[src/rtl/cnt_seg_scan.sv]
// Two-digit multiplexed 7-segment display for a 4-bit counter (0..15).
// Also produces a 15->0 wrap pulse and shows wrap parity on the ones-digit dp.
module cnt_seg_scan #(
  parameter int SCAN_DIV       = 50000,
  parameter bit SEG_ACTIVE_LOW = 1'b1,
  parameter bit AN_ACTIVE_LOW  = 1'b1
) (
  input  logic       clk,
  input  logic       rst_n,
  input  logic [3:0] cnt_in,
  output logic [6:0] seg,
  output logic       dp,
  output logic [1:0] an,
  output logic       wrap_pulse,
  output logic [3:0] cnt_q
);

  localparam int             PW        = $clog2(SCAN_DIV);
  localparam logic [PW-1:0]  PRESC_MAX = PW'(SCAN_DIV - 1);
  localparam logic [6:0]     SEG_OFF   = SEG_ACTIVE_LOW ? 7'h7f : 7'h00;
  localparam logic           DP_OFF    = SEG_ACTIVE_LOW;
  localparam logic [1:0]     AN_OFF    = AN_ACTIVE_LOW ? 2'b11 : 2'b00;

  typedef enum logic {DIG_ONES = 1'b0, DIG_TENS = 1'b1} dig_e;

  dig_e          dsel_q, dsel_d;
  logic [PW-1:0] presc_q, presc_d;
  logic [3:0]    cnt_d;
  logic          wrap_q, wrap_d;
  logic          par_q, par_d;
  logic [6:0]    seg_q, seg_d;
  logic          dp_q, dp_d;
  logic [1:0]    an_q, an_d;

  logic          tens;
  logic [3:0]    ones;
  logic [6:0]    seg_raw;
  logic [1:0]    an_on;
  logic          dp_lit;

  // Active-high {g,f,e,d,c,b,a}; anything outside 0..9 is blank.
  function automatic logic [6:0] seg7(input logic [3:0] d);
    case (d)
      4'd0:    seg7 = 7'b0111111;
      4'd1:    seg7 = 7'b0000110;
      4'd2:    seg7 = 7'b1011011;
      4'd3:    seg7 = 7'b1001111;
      4'd4:    seg7 = 7'b1100110;
      4'd5:    seg7 = 7'b1101101;
      4'd6:    seg7 = 7'b1111101;
      4'd7:    seg7 = 7'b0000111;
      4'd8:    seg7 = 7'b1111111;
      4'd9:    seg7 = 7'b1101111;
      default: seg7 = 7'b0000000;
    endcase
  endfunction

  always_comb begin
    cnt_d   = cnt_in;
    wrap_d  = (cnt_q == 4'd15) && (cnt_in == 4'd0);
    par_d   = par_q ^ wrap_q;

    presc_d = (presc_q == PRESC_MAX) ? '0 : presc_q + 1'b1;
    dsel_d  = dsel_q;
    if (presc_q == PRESC_MAX)
      dsel_d = (dsel_q == DIG_ONES) ? DIG_TENS : DIG_ONES;

    tens = (cnt_q >= 4'd10);
    ones = tens ? cnt_q - 4'd10 : cnt_q;

    // Output register follows the digit selected before this edge.
    seg_raw = 7'b0000000;
    an_on   = 2'b01;
    dp_lit  = 1'b0;
    if (dsel_q == DIG_TENS) begin
      an_on   = 2'b10;
      seg_raw = tens ? seg7(4'd1) : 7'b0000000;
    end else begin
      seg_raw = seg7(ones);
      dp_lit  = par_q;
    end

    seg_d = SEG_ACTIVE_LOW ? ~seg_raw : seg_raw;
    an_d  = AN_ACTIVE_LOW  ? ~an_on   : an_on;
    dp_d  = dp_lit ^ SEG_ACTIVE_LOW;
  end

  always_ff @(posedge clk) begin
    if (!rst_n) begin
      cnt_q   <= 4'd0;
      wrap_q  <= 1'b0;
      par_q   <= 1'b0;
      presc_q <= '0;
      dsel_q  <= DIG_ONES;
      seg_q   <= SEG_OFF;
      dp_q    <= DP_OFF;
      an_q    <= AN_OFF;
    end else begin
      cnt_q   <= cnt_d;
      wrap_q  <= wrap_d;
      par_q   <= par_d;
      presc_q <= presc_d;
      dsel_q  <= dsel_d;
      seg_q   <= seg_d;
      dp_q    <= dp_d;
      an_q    <= an_d;
    end
  end

  assign seg        = seg_q;
  assign dp         = dp_q;
  assign an         = an_q;
  assign wrap_pulse = wrap_q;

endmodule

[config.mk]
export PLATFORM = sky130hd
export DESIGN_NAME = cnt_seg_scan
export DESIGN_NICKNAME = d
export VERILOG_FILES = /design/src/rtl/cnt_seg_scan.sv
export SDC_FILE = /design/constraint.sdc
export NUM_CORES = 1
export LEC_CHECK = 0
export ABC_CLOCK_PERIOD_IN_PS = 1500
export CORE_MARGIN = 2
export CORE_UTILIZATION = 35
export CTS_BUF_LIST = sky130_fd_sc_hd__clkbuf_16
export DETAILED_ROUTE_END_ITERATION = 7
export PLACE_DENSITY = 0.6
export SLEW_MARGIN = 20
export SYNTH_ARGS = -nofsm -noshare
export SYNTH_HDL_FRONTEND = slang
export SYNTH_SLANG_ARGS = --single-unit
[constraint.sdc]
create_clock -name clk -period 1.5 [get_ports clk]
set_input_delay 0.225 -clock clk [delete_from_list [all_inputs] [get_ports clk]]
set_output_delay 0.225 -clock clk [all_outputs]
set_load 0.03 [all_outputs]
==> metrics.txt <==
outcome=finished, violations left; failing checks=setup timing; die area=between 0.004 and 0.005 mm²; FF-to-FF Start=presc_q[9]; diode count=0; area leader, netlist=dfxtp_1; row count=23; core area=0.00394 mm²; io pins=21; final WL=3180 µm; CP arrival=around 1700 ps; worst skew pair latency=about 270 ps; Overflow after GRT=0; critical-path cell list=nand4_2 -> or4_4 -> or3_1 -> a21oi_2; htree depth=2; CP max stage delay=510 ps; share of cells above drive strength 1=0.297; Seq cells post-synth=33; Critical Path Start=presc_q[9]; drt drc=0; Root Driver=clkbuf_16; critical path launch point type=register; Syn Area/Cell=9.01 µm²; Clock transition at path regs=approximately 50 ps; post-synthesis sequential area ratio=0.467; Hold WS=395 ps; worst endpoint required time=1700 ps; pwr dens=1010 mW/mm²; Period minus WS final=1500 ps; DRT antenna net count=0; Longest Clk Path Bufs=2; via count=1242; Hold Path Class=register to register; initial antenna violation count=0; Area Growth Syn to Fin=48.7%; largest cells by area after synthesis=dfxtp_1, xnor2_1, nor2_1, ha_1, nand2_1; postcts setup bufs=0; fmax=665 MHz; clk sinks=33; largest net degree at the start of global routing=11; Total GRT Usage=0.165; drt wl/cell=12.1 µm; Post-synth EDFFs=0; worst-case reg-to-reg path depth=4; Cell Area, Placed=0.00192 mm²; vias in the first global route=1255; final hold viol count=0; Power Total=2120 µW; post-route setup slack=-2.93 ps; Worst Setup EP=presc_q[15]; cell area after layout=~0.0021 mm²; Pins Over Slew Limit=0; Pleak=0.000829 µW; Yosys warnings=0; drt pass-1 iters=4; Fillers=357; final setup skew=around 6.3 ps; Worst setup EP type=register; worst slew pin tran=between 300 and 400 ps; Initial Utilization=0.359; Peak VDD IR=0.000682 V; MaxCap Viol Count=0; I/O Buffers=20; worst-path fanout max=2; die height=slightly below 70 µm; asr flop ratio synth=0; Cell Area, Synth=0.00141 mm²; RR Endpoint=presc_q[15]; slew margin rel.=0.768; Synth Instances=157; R2R Setup Slk=-3 ps; syn_nets=168; area fraction of the dominant cell type after synthesis=0.467; worst setup path class=register to register; RSZ-0062 raised after global routing=true; Num CTS Buffers=5; Die Wd=67.6 µm; final net count=222; Setup violations, final=1; Final TNS setup=-2.93 ps; Critical-path top delay cell=or4_4; Detailed Route Iter0 Violations=40; final RePlAce weighted congestion=0.839; first-pass GRT wire length=5590 µm; DP Wirelength=2460 µm; Final Cycle Share=1.00; CTS tree=yes; Synth cell types=34; most frequently used flop master after synthesis=dfxtp_1; DR vias/cell=4.74; Final Core Density=0.533
==> routing by layer <==
metal / global-route usage / vias to the layer above / wire length [µm]
li1: - / 645 / -
met1: 0.188 / 567 / 1410
met2: 0.294 / 26 / 1630
met3: 0.0400 / 4 / 97
met4: 0.0612 / 0 / 47
met5: 0 / - / 0
==> timing repair <==
| item | 4_1_cts | 5_1_grt |
|---|---|---|
| resized for setup | 9 | 12 |
| pin swaps | 1 | 4 |
| endpoints found under the setup margin | 12 | 23 |
| hold buffers | 0 | 0 |
==> report_power, final <==
part	total [µW]	leakage [µW]	internal (µW)	switching [µW]
Combinational	270	0.000480	127	144
Sequential	931	0.000276	911	20.0
Clock	919	0.0000738	595	324
==> worst min-delay path by stage <==
stage                       end  start  slack (ps)  cells after the start
after global routing         dp  par_q         400                      1
after global placement       dp  par_q         390                      1
after CTS                    dp  par_q         400                      1
after floorplan           an[1]  rst_n         290                      1
final                        dp  par_q         390                      1
after detailed placement     dp  par_q         390                      1
==> sequential cells by signal, summed over array words and instances (netlist names) <==
name,count
dsel_q,1
par_q,1
wrap_pulse,1
presc_q,16
dp,1
cnt_q,4
seg,7
an,2
==> kinds of logic (layout without fill, tap and decap cells) <==
kind of cell / Yosys count / count (layout) / share of synthesized area
AND/OR/NAND/NOR: 70 / 70 / 0.267
adder cells (fa/ha/maj): 5 / 5 / 0.0442
AO/OA/AOI/OAI: 22 / 22 / 0.0956
buffers and inverters: 12 / 67 / 0.0327
XOR/XNOR: 15 / 15 / 0.0929
flip-flops: 33 / 33 / 0.467
==> worst max-delay path: cells and delay by family, from the launching register on <==
kind,cells,cell delay [ps]
flops,1,340
simple gates,3,970
compound gates,1,120
==> synthesized netlist by cell type, types with 2 or more instances <==
cell	count
dfxtp_1	33
nor2_1	22
xnor2_1	13
nand2_1	12
inv_1	11
o21ai_0	7
a21oi_1	5
and2_1	5
ha_1	5
nand3_1	5
nor3_1	5
nor4_1	4
nand4_1	2
nand4_2	2
nand4b_1	2
nor2b_1	2
o21ai_1	2
or3_1	2
or4_1	2
xor2_1	2
==> metrics by stage <==
stage,cells,setup WS [ps]
2_1_floorplan,157,0.879
5_1_grt,262,-56.0
3_5_place_dp,254,-18.2
6_report,262,-2.93
3_3_place_gp,254,-41.3
4_1_cts,262,0.110
==> cell usage in the layout, fill, tap and decap left out, types with 3 or more instances in the layout <==
cell              n
dlygate4sd2_1     6
o21ai_0           4
nor3_1            4
nand2_1          12
nor4_1            3
clkbuf_16         5
nand3_1           5
a21oi_1           3
buf_4            28
inv_1            11
xnor2_1          13
nor2_1           22
o21ai_1           4
clkdlybuf4s50_1  14
dfxtp_1          21
ha_1              3
and2_1            4
dfxtp_2          10
==> area by class of cell <==
type                            count  area, µm²  share of cell area
Multi-Input combinational cell    112        776               0.369
Clock inverter                      3       11.3             0.00536
Clock buffer                        5        125              0.0595
Tap cell                           50       62.6              0.0298
Sequential cell                    33        681               0.324
Timing Repair Buffer               48        403               0.192
Inverter                           11       43.8              0.0208
(Power assumes the default switching activity.)
